**config.mk**
```make
export PLATFORM = sky130hd
export DESIGN_NAME = sar_search
export DESIGN_NICKNAME = d
export VERILOG_FILES = /design/src/rtl/sar_search.sv
export SDC_FILE = /design/constraint.sdc
export NUM_CORES = 1
export LEC_CHECK = 0
export CORE_ASPECT_RATIO = 1.2
export CORE_MARGIN = 3
export CORE_UTILIZATION = 36
export DETAILED_ROUTE_END_ITERATION = 8
export SETUP_SLACK_MARGIN = 0.15
export SYNTH_ARGS = -nofsm -noshare
export SYNTH_HDL_FRONTEND = slang
export SYNTH_SLANG_ARGS = --single-unit
```
**constraint.sdc**
```tcl
create_clock -name clk -period 4.3 [get_ports clk]
set_clock_uncertainty 0.1 [all_clocks]
set_input_delay 0.43 -clock clk [delete_from_list [all_inputs] [get_ports clk]]
set_output_delay 0.43 -clock clk [all_outputs]
set_load 0.01 [all_outputs]
```
**src/rtl/sar_search.sv**
```systemverilog
// ---------------------------------------------------------------------------
// sar_search
//   Successive-approximation search controller. It drives the `b` side of an
//   N-bit magnitude comparator with a trial value and recovers the unknown
//   value on the comparator's `a` side, MSB first, in at most N compare cycles.
//
// Handshake: `start` is a level request. It is sampled only while the
//   controller is idle (busy=0, done=0). A sample of start=1 in idle launches
//   one search. `start` is ignored while busy and during the done cycle, and
//   nothing is queued. `done` pulses for one cycle when the search ends, and
//   `result`/`err` are valid from that cycle until the next accepted start.
//
// Ports
//   clk          rising-edge clock
//   rst          asynchronous, active-high reset
//   start        request a new search
//   cmp_greater  comparator flag: target > trial
//   cmp_small    comparator flag: target < trial
//   cmp_equal    comparator flag: target == trial
//   trial        value driven to the comparator `b` input
//   busy         high while a search is in progress
//   done         one-cycle completion pulse
//   result       recovered value
//   err          inconsistent comparator flags were seen
//   dbg_state    current FSM state (0 idle, 1 run, 2 done)
// ---------------------------------------------------------------------------
module sar_search #(
  parameter int N = 4
) (
  input  logic         clk,
  input  logic         rst,
  input  logic         start,
  input  logic         cmp_greater,
  input  logic         cmp_small,
  input  logic         cmp_equal,
  output logic [N-1:0] trial,
  output logic         busy,
  output logic         done,
  output logic [N-1:0] result,
  output logic         err,
  output logic [1:0]   dbg_state
);

  localparam logic [1:0] ST_IDLE = 2'd0;
  localparam logic [1:0] ST_RUN  = 2'd1;
  localparam logic [1:0] ST_DONE = 2'd2;

  localparam logic [N-1:0] MSB_ONE = {1'b1, {(N-1){1'b0}}};
  localparam logic [N-1:0] LSB_ONE = {{(N-1){1'b0}}, 1'b1};

  logic [1:0]   state;
  logic [N-1:0] acc;
  logic [N-1:0] mask;
  logic [N-1:0] result_q;
  logic         err_q;
  logic [2:0]   flags;

  // Trial is a pure function of registered state, so the comparator sees a
  // stable value for the whole cycle.
  assign trial     = (state == ST_RUN) ? (acc | mask) : '0;
  assign busy      = (state == ST_RUN);
  assign done      = (state == ST_DONE);
  assign result    = result_q;
  assign err       = err_q;
  assign dbg_state = state;
  assign flags     = {cmp_greater, cmp_small, cmp_equal};

  always_ff @(posedge clk or posedge rst) begin
    if (rst) begin
      state    <= ST_IDLE;
      acc      <= '0;
      mask     <= '0;
      result_q <= '0;
      err_q    <= 1'b0;
    end else begin
      case (state)
        ST_IDLE: begin
          if (start) begin
            acc   <= '0;
            mask  <= MSB_ONE;
            err_q <= 1'b0;
            state <= ST_RUN;
          end
        end
        ST_RUN: begin
          case (flags)
            3'b001: begin
              // Exact hit: stop early, the trial is the answer.
              result_q <= acc | mask;
              state    <= ST_DONE;
            end
            3'b100: begin
              if (mask[0]) begin
                // Target above acc|1 cannot happen with a sane comparator.
                err_q    <= 1'b1;
                result_q <= acc | LSB_ONE;
                state    <= ST_DONE;
              end else begin
                acc  <= acc | mask;
                mask <= mask >> 1;
              end
            end
            3'b010: begin
              if (mask[0]) begin
                // Target below acc|1 while acc <= target: target is acc.
                result_q <= acc;
                state    <= ST_DONE;
              end else begin
                mask <= mask >> 1;
              end
            end
            default: begin
              // Flags not one-hot: report what has been resolved so far.
              err_q    <= 1'b1;
              result_q <= acc;
              state    <= ST_DONE;
            end
          endcase
        end
        ST_DONE: begin
          state <= ST_IDLE;
        end
        default: begin
          state <= ST_IDLE;
        end
      endcase
    end
  end

endmodule

```
==> flow_metrics.tcl <==
set metrics [dict create \
    status "completed" \
    ant_nets 0 \
    die_y_um 56.2 \
    relSlewSlack_pct 62.4 \
    dieArea_um2 2680 \
    yosys_warnings 0 \
    initialDrtViolationCount 13 \
    path_cells "nand2b_1 > nor2_1 > clkdlybuf4s50_1" \
    worstMarginPinSlew_ns 0.563 \
    max-vdd-ir-drop_uv 223 \
    ys_async_sr_fraction_pct 100 \
    critical_path_arrival_ns 1.92 \
    synth_edf_count 0 \
    hold_buffers 0 \
    p_per_area_nw_per_um2 455 \
    synthFlopType "dfrtp_1" \
    ios 19 \
    rrSetupSlack_ns 2.48 \
    htree_levels 1 \
    reg2regPathDepth 3 \
    antenna_found_initial 0 \
    finalHoldViolCount 0 \
    clockBufferDepth 2 \
    ys_top_cells_by_area "dfrtp_1 (50%), nor2_1 (5.5%), a21oi_1 (4.0%)" \
    fin_crit_sh_pct 57.0 \
    wire_per_inst_um 13.5 \
    synthTopCellsByCount "dfrtp_1 (15), nor2_1 (11), a21oi_1 (6), inv_1 (5), nand2_1 (5)" \
    drtPass1Iterations 4 \
    fin_nets 107 \
    num_vias 632 \
    vias_per_cell 5.31 \
    die_x_um 47.8 \
    worstPathRequired_ns 3.77 \
    grt_first_pass_wirelength_um 2850 \
    max_stage_delay_ns 0.63 \
    yosysTopAreaCell "dfrtp_1" \
    hold_class "in -> async" \
    fmax_ghz 0.408 \
    critical_path_buf_inv_count 1 \
    ys_ff_latch 15 \
    cts_tree "built" \
    path_max_fanout 16 \
    hpwl_um 1200 \
    start_util_pct 39.4 \
    overflow 0 \
    drt_drc_violations_left 0 \
    ys_types 27 \
    setup.worst_path.class "reg -> out" \
    cts_made_buffers 3 \
    worst-path-stages 3 \
    core-area_um2 1910 \
    grt_pass1_vias 623 \
    antenna_cells 0 \
    min_period_ns 2.45 \
    cts.sinks 15 \
    globalplace.congestion 0.785 \
    syn_area_um2 754 \
    drt-total-wl_um 1610 \
    fin_util_pct 51.0 \
    regArea_um2 375 \
    power.leakage_uw 0.000405 \
    clock_latency_ns 0.28 \
    fin_tns_setup_ns 0 \
    synth_top_area_share_pct 49.8 \
    setup_viol 0 \
    grt_usage_pct 14.6 \
    cts.repair.resized 0 \
    rsz0062_at_grt "no" \
    layout-drive-gt1-share_pct 5.00 \
    cts.clk_slew.worst_paths_ns 0.09 \
    drv_slew 0 \
    row_count 17 \
    fillCellCount 201 \
    crit_slowest_cell "dfrtp_1" \
    multi_input_area_um2 353 \
    yosysSeqAreaShare_pct 49.8 \
    grt_max_degree 17 \
    cp-start-kind "flop" \
    postSynthAreaPerCell_um2 9.43 \
    netlist_instances 80 \
    drv_cap 0 \
    yosys.cell_count.top_type "dfrtp_1" \
    root_buffer "clkbuf_4" \
    cp-end-kind "output port" \
    syn-num-nets 86 \
    post_cts_buffers 0 \
    io_buffers 18 \
    crit_family "flip-flops" \
    area_growth_pct 29.5 \
    timing.rr.start "dbg_state[0]" \
    r2r_end "result[0]" \
]
==> metal layers <==
metal  GRT usage [%]  part of all wire, %  wire length (um)  vias to the layer above
li1                -                    -                 -                      321
met1            20.0                   46               734                      286
met2            21.2                   47               763                       20
met3            3.88                  4.7                76                        5
met4            5.77                  2.1                34                        0
met5               0                    0                 0                        -
==> worst max-delay path by stage <==
stage | endpoint | from
floorplan | result[0] | dbg_state[1]
global placement | trial[1] | dbg_state[0]
detailed placement | trial[1] | dbg_state[0]
CTS | trial[1] | dbg_state[0]
global route | trial[0] | dbg_state[0]
finish | trial[1] | dbg_state[0]
==> state kept, by name, summed over array words and instances (netlist names) <==
signal     cells
result         4
err            1
mask           4
dbg_state      2
acc            4
==> area by class of cell <==
| type | instances | share of cell area (%) |
|---|---|---|
| clock buffer | 4 | 2.69 |
| tap | 19 | 2.43 |
| inverter | 5 | 1.92 |
| sequential | 15 | 38.4 |
| multi-input combinational | 58 | 36.1 |
| timing repair buffer | 18 | 18.4 |
==> power breakdown <==
group / switching [uW] / internal, uW / total (uW)
sequential: 33.5 / 170 / 204
combinational: 71.4 / 88.5 / 160
clock: 44.4 / 36.1 / 80.5
total: 149 / 295 / 444
==> cells in the final DEF, fill, tap and decap left out, drive strengths merged <==
cell type,netlist,layout
nand3b,1,1
clkbuf,2,4
mux2i,3,3
mux2,1,1
nor2b,2,2
or3,2,2
nor3b,3,3
nand2b,4,4
clkdlybuf4s50,0,18
o221ai,2,2
o2bb2ai,1,1
inv,5,5
o21bai,1,1
xor2,1,1
a21oi,7,7
nor4bb,1,1
dfrtp,15,15
or3b,1,1
nor2,11,11
o21a,1,1
nand2,5,5
nand3,1,1
a31oi,1,1
o21ai,7,7
o31ai,1,1
and2,1,1
==> cell families (layout without fill, tap and decap cells) <==
kind of cell | count (synthesis) | count (layout) | share of synthesized area, %
compound gates | 21 | 21 | 17.1
simple gates | 32 | 32 | 22.6
flops | 15 | 15 | 49.8
buf+inv | 7 | 27 | 3.48
mux | 4 | 4 | 5.97
xor+xnor | 1 | 1 | 1.16
==> per-stage QoR <==
step	cell area (um^2)	hold slack, ns	std cells	power [uW]	setup WS (ns)
5_1_grt	977	0.432	119	483	1.66
4_1_cts	977	0.414	119	450	1.83
2_1_floorplan	754	0.231	80	285	2.74
6_report	977	0.387	119	444	1.85
3_5_place_dp	951	0.402	115	369	2.15
3_3_place_gp	951	0.393	115	369	2.13
No activity file was read; power rests on OpenSTA's default activity.
